===== src/rtl/pc_gen.sv =====
// Program-counter generator: holds the architectural PC, runs the post-reset
// boot delay, and picks the next PC from trap, jump, halt, stall or increment.
module pc_gen #(
   parameter int                ADDR_W     = 32,
   parameter logic [ADDR_W-1:0] RESET_PC   = '0,
   parameter int                BOOT_DELAY = 4
) (
   input  logic              clk,
   input  logic              rst,
   input  logic              stall_i,
   input  logic              jump_en_i,
   input  logic [ADDR_W-1:0] jump_addr_i,
   input  logic              trap_en_i,
   input  logic [ADDR_W-1:0] trap_addr_i,
   input  logic              halt_req_i,
   input  logic              resume_req_i,
   output logic [ADDR_W-1:0] pc_o,
   output logic              pc_valid_o,
   output logic              halted_o,
   output logic              misalign_o,
   output logic [ADDR_W-1:0] misalign_addr_o
);

   typedef enum logic [1:0] {BOOT, RUN, HALT} state_t;

   localparam int     CNT_W       = (BOOT_DELAY > 1) ? $clog2(BOOT_DELAY) : 1;
   localparam int     BOOT_LAST   = (BOOT_DELAY > 0) ? BOOT_DELAY - 1 : 0;
   localparam state_t RESET_STATE = (BOOT_DELAY == 0) ? RUN : BOOT;

   state_t            state, state_nxt;
   logic [CNT_W-1:0]  cnt, cnt_nxt;
   logic [ADDR_W-1:0] pc_nxt, maddr_nxt, trap_vec;
   logic              mis_nxt;

   // Low vector bits are masked rather than sliced so every input bit is consumed.
   assign trap_vec = trap_addr_i & ~ADDR_W'(3);

   always_comb begin
      state_nxt = state;
      cnt_nxt   = cnt;
      pc_nxt    = pc_o;
      mis_nxt   = 1'b0;
      maddr_nxt = misalign_addr_o;
      case (state)
         BOOT: begin
            cnt_nxt = cnt + CNT_W'(1);
            if (cnt == CNT_W'(BOOT_LAST)) state_nxt = RUN;
         end
         RUN: begin
            if (trap_en_i) begin
               pc_nxt = trap_vec;
            end else if (jump_en_i) begin
               if (jump_addr_i[1:0] == 2'b00) begin
                  pc_nxt = jump_addr_i;
               end else begin
                  mis_nxt   = 1'b1;
                  maddr_nxt = jump_addr_i;
               end
            end else if (halt_req_i) begin
               state_nxt = HALT;
            end else if (!stall_i) begin
               pc_nxt = pc_o + ADDR_W'(4);
            end
         end
         HALT: begin
            if (trap_en_i) begin
               pc_nxt    = trap_vec;
               state_nxt = RUN;
            end else if (resume_req_i) begin
               state_nxt = RUN;
            end
         end
         default: state_nxt = RESET_STATE;
      endcase
   end

   // Status outputs are registered from the next state so they line up with pc_o.
   always_ff @(posedge clk) begin
      if (rst) begin
         state           <= RESET_STATE;
         cnt             <= '0;
         pc_o            <= RESET_PC;
         pc_valid_o      <= (BOOT_DELAY == 0);
         halted_o        <= 1'b0;
         misalign_o      <= 1'b0;
         misalign_addr_o <= '0;
      end else begin
         state           <= state_nxt;
         cnt             <= cnt_nxt;
         pc_o            <= pc_nxt;
         pc_valid_o      <= (state_nxt == RUN);
         halted_o        <= (state_nxt == HALT);
         misalign_o      <= mis_nxt;
         misalign_addr_o <= maddr_nxt;
      end
   end

endmodule


===== config.mk =====
export PLATFORM = sky130hd
export DESIGN_NAME = pc_gen
export DESIGN_NICKNAME = d
export VERILOG_FILES = /design/src/rtl/pc_gen.sv
export SDC_FILE = /design/constraint.sdc
export NUM_CORES = 1
export LEC_CHECK = 0
export BUFFER_PORTS_ARGS = -buffer_cell sky130_fd_sc_hd__buf_2
export CORE_MARGIN = 3
export CORE_UTILIZATION = 45
export DETAILED_ROUTE_END_ITERATION = 12
export PLACE_DENSITY = 0.75
export SYNTH_ARGS = -nofsm -noshare
export SYNTH_HDL_FRONTEND = slang
export SYNTH_SLANG_ARGS = --single-unit

===== constraint.sdc =====
create_clock -name clk -period 2.95 [get_ports clk]
set_input_delay 0 -clock clk [delete_from_list [all_inputs] [get_ports clk]]
set_output_delay 0 -clock clk [all_outputs]
set_load 0.02 [all_outputs]

Word level (Yosys, flattened, before mapping)
Index checks and enable logic that the tools add are counted.

operators by class
  add/sub/neg operators = 2
  eq/ne operators = 9
  muxes and demuxes = 15
  bitwise logic cells = 4
  reduce and logical (&&, ||, !) cells = 6

operators with widths
  kind                     number
  $mux W32                 6
  $pmux W32 S2             1
  $add A32 B3 Y32 const B  1
  $mux W2                  6
  $ne A4 B4 Y1 const B     3
  $eq A2 B2 Y1 const B     3
  $pmux W2 S3              1
  $reduce_and A5 Y1        1
  $eq A2 B1 Y1 const B     2
  $logic_not A2 Y1         2
  $not A1 Y1               4
  $reduce_and A4 Y1        1
  $reduce_or A4 Y1         1
  $add A2 B1 Y2 const B    1
  $ne A2 B2 Y1 const B     1
  $reduce_bool A2 Y1       1
  $mux W1                  1

storage, ports and cells
  register bits = 71
  input port bits = 71
  output and inout port bits = 67

Longest topological paths before layout
  word-level depth = 6
  gate-level depth with buffers = 9
  mapped depth without buffers = 7

Worst setup path before layout
Ideal clock, no wire load.

  path kind = reg2reg
  start point = register state[1]
  end point = register pc_o[29]
  arrival time = 2.069 ns
  data required time = 2.876 ns
  slack = 0.806 ns
  cell stages (with the launch flop) = 9
  clock period less this slack = 2.144 ns
  cells stage by stage = dfxtp_1 inv_1 ha_1 and3b_1 o21a_2 or3_4 buf_6 or4_1 a31oi_1

on the way
  cells in the longest elaborated chain, start to end = 3
  elaborated cells on any way between the ends = 9
  classes of those cells = eq/ne: 6; mux: 1; reduce/logical: 2

RTL lines
  what                                                         RTL line  text
  start: declaration                                           30        state_t state, state_nxt;
  start signal: assignment                                     88        state <= state_nxt;
  $eq A2 B1 Y1 / $eq A2 B2 Y1 (equally long branches)          44        case (state)
  $ne A4 B4 Y1 (no source line), or another cell as far along  --
  $reduce_and A5 Y1 (no source line)                           --
  end signal: assignment                                       90        pc_o <= pc_nxt;
  end: declaration                                             17        output logic [ADDR_W-1:0] pc_o,

Parallel ways exist; a longest one is shown, timed or not.
A chain may end at the register's enable or synchronous reset.

Worst setup path after layout
  start point = register state[0]
  end point = register pc_o[12]

Same word-level chain as after synthesis.

==> metrics.csv <==
stage,metric,value,unit
worst_setup_path,r2r-end,pc_o[12]$_SDFFE_PP0P_,
cts,post_cts_resized,0,
drt,wl_per_cell,17.5,microns
global_route,grt_use_total,27.6,%
flow_run,drv_cap,0,
timing,hold_viol_final,0,
timing,setup_viol,0,
die,die_h,97.5,microns
die,dieArea,9500,sq um
pwr,cellLeakagePower,0.00214,uW
finish,antennaDiodeCount,0,
timing,tightest_slew,0.775,ns
finish,final_common_cell,buf_2,
worst_setup_path,r2r_cells,7,
timing,fmax,0.406,GHz
finish,drive_above_1_share,26.3,%
finish,utilization,64.6,%
worst_setup_path,worstSetupPathType,flip-flop to flip-flop,
global_route,grt_max_degree,48,
cts,htreeDepth,3,
cts,clock_latency,0.35,ns
yosys,syn_area,3760,sq um
timing,finalCriticalPeriod,2.46,ns
timing,setup_tns,0,ns
finish,final_cell_mix,"135 x buf_2, 111 x nand2_1, 71 x dfxtp_1",
drt,routed_wl,13.7,mm
die,fp.dieW,97.5,microns
yosys,yosysWarnings,0,
timing,finalCritPeriodShare,83.4,%
yosys,yosys_register_bits,71,
worst_setup_path,startpoint_type,flip-flop,
worst_setup_path,endpoint,pc_o[12]$_SDFFE_PP0P_,
cts,cts-root-buf,clkbuf_8,
timing,drv_slew,0,
worst_setup_path,crit_start,state[0]$_SDFF_PP0_,
pwr,ir_worst_vdd,304,uV
cts,cts_made_buffers,9,
timing,finClkSkew,0.00948,ns
drt,ant_nets,0,
global_route,grt_pass1_vias,4161,
timing,fin_hold_ws,0.0108,ns
finish,syn_to_final_growth,36.1,%
run_status,status,"complete, no violations",
place,place_hpwl,9.54,mm
die,fp.coreArea,7930,sq um
worst_setup_path,reg2reg_slack,0.49,ns
yosys,syn_area_per_cell,7.32,sq um
drt,firstDrtPassIters,5,
global_route,grt_overflow_total,0,
finish,final_nets,750,
cts,numClockSinks,71,
global_route,grt_pass1_wl,21.5,mm
pwr,p_total,2550,uW
global_route,antenna_found_initial,0,
place,place_congestion,0.900,
drt,num_vias,4599,
die,start_util,47.5,%
cts,clk_pin_slew_worst_paths,0.09,ns
pwr,p_per_area,497,nW/um^2
worst_setup_path,rr_startpoint,state[0]$_SDFF_PP0_,
min_path,hold_path_class,primary input to flip-flop,
die,num_rows,32,
die,ios,138,
drt,vias_per_cell,5.90,
yosys,ys_seq_area_share,37.8,%
worst_setup_path,worst_setup_path_end_kind,flip-flop,
yosys,syn_inst,514,
yosys,synth_cell_types,56,
worst_setup_path,cp_data_arrival_time,2.73,ns
place,io_buffers,135,
cts,cts_tree,built,
cts,cts_buffer_depth,2,
yosys,synth_edf_count,0,
drt,drcViolationCount,0,
cts,cts_setup_buffers,0,
drt,drtIter0Drc,443,
worst_setup_path,cp_max_fo,20,
timing,grt_setup_unrepaired,no,
timing,relSlewSlack,48.3,%
yosys,synth_ff_type,dfxtp_1,
worst_setup_path,required,3.22,ns
yosys,synthArstFlopShare,0,%
yosys,syn_nets,591,
==> what timing repair did <==
item                                   CTS  global route
endpoints found under the hold margin   41             0
hold buffers                            41             0
setup endpoints to repair                0             0
==> how the worst min path moves through the flow <==
stage	from	end	slack (ns)	cells past startpoint
5_1_grt	trap_addr_i[19]	pc_o[19]$_SDFFE_PP0P_	0.02	3
3_3_place_gp	jump_addr_i[25]	misalign_addr_o[25]$_SDFFE_PP0P_	0.26	3
6_report	trap_addr_i[17]	pc_o[17]$_SDFFE_PP0P_	0.01	3
3_5_place_dp	jump_addr_i[17]	misalign_addr_o[17]$_SDFFE_PP0P_	0.26	3
4_1_cts	trap_addr_i[17]	pc_o[17]$_SDFFE_PP0P_	0.004	3
2_1_floorplan	jump_addr_i[13]	misalign_addr_o[13]$_SDFFE_PP0P_	0.14	2
==> cell usage after synthesis, types with 3 or more instances <==
cell,number,area (sq um)
o21a_1,3,22.5
or2_2,5,31.3
nor4_1,8,50.1
o211ai_1,6,45.0
nand4_1,10,62.6
o21ai_0,26,130
nor2b_1,3,18.8
dfxtp_1,71,1420
a311oi_1,3,26.3
ha_1,6,75.1
nand2_1,111,417
clkbuf_1,36,135
a31oi_1,8,50.1
nand3_1,30,150
a21oi_1,67,335
o221ai_1,4,35.0
and3_1,7,43.8
o32ai_1,5,43.8
nor2_1,33,124
mux2i_1,3,30.0
a41oi_1,3,26.3
nor3_1,6,30.0
nand2b_1,3,18.8
or4_1,3,22.5
o311ai_0,4,35.0
inv_1,9,33.8
==> per-stage QoR <==
stage	area, sq um	worst slack [ns]	instances
after floorplan	3760	0.806	514
after global placement	4510	0.613	723
after detailed placement	4510	0.568	723
after CTS	5120	0.550	780
after global routing	5120	0.359	780
final	5120	0.489	780
==> layer usage <==
layer | GRT usage (%) | vias up | wire [microns]
met3 | 5.74 | 25 | 1390
met1 | 38.1 | 2122 | 5720
met2 | 44.1 | 276 | 6280
met4 | 6.92 | 0 | 285
met5 | 0 | - | 0
li1 | - | 2176 | -
==> registers in the layout, summed over array words and instances (netlist names) <==
register         flops
misalign_addr_o     32
pc_o                32
cnt                  2
state                2
halted_o             1
misalign_o           1
pc_valid_o           1
==> kinds of logic after synthesis <==
kind of cell               Yosys count  synth area share (%)
and+or+nand+nor                    234                  29.4
AOI/OAI and AO/OA                  151                  24.8
DFF                                 71                  37.8
buffers and inverters               48                  5.08
adders and majority gates            6                  1.99
muxes                                3                 0.798
xor gates and xnor gates             1                 0.233
==> power by group <==
| group | leakage [uW] | switching, uW | internal, uW | total (uW) |
|---|---|---|---|---|
| sequential | 0.000573 | 81.8 | 1030 | 1110 |
| combinational | 0.00147 | 371 | 245 | 615 |
| clock | 0.000105 | 417 | 403 | 820 |
==> worst max-delay path: stages (launching register included) <==
cell and delay [ns]:
dfxtp_1 0.44, inv_1 0.10, ha_1 0.29, or3_1 0.55, buf_4 0.29, o311ai_0 0.47
nand2_1 0.10, a21oi_1 0.13
==> cell type report <==
cell class | instances | area, sq um
repair buffers | 187 | 1180
multi-input cells | 395 | 2160
inverters | 9 | 33.8
fillers | 708 | 2800
clock buffers | 9 | 124
well taps | 102 | 128
clock inverters | 7 | 78.8
flip-flops and latches | 71 | 1420
(Power assumes the default switching activity.)
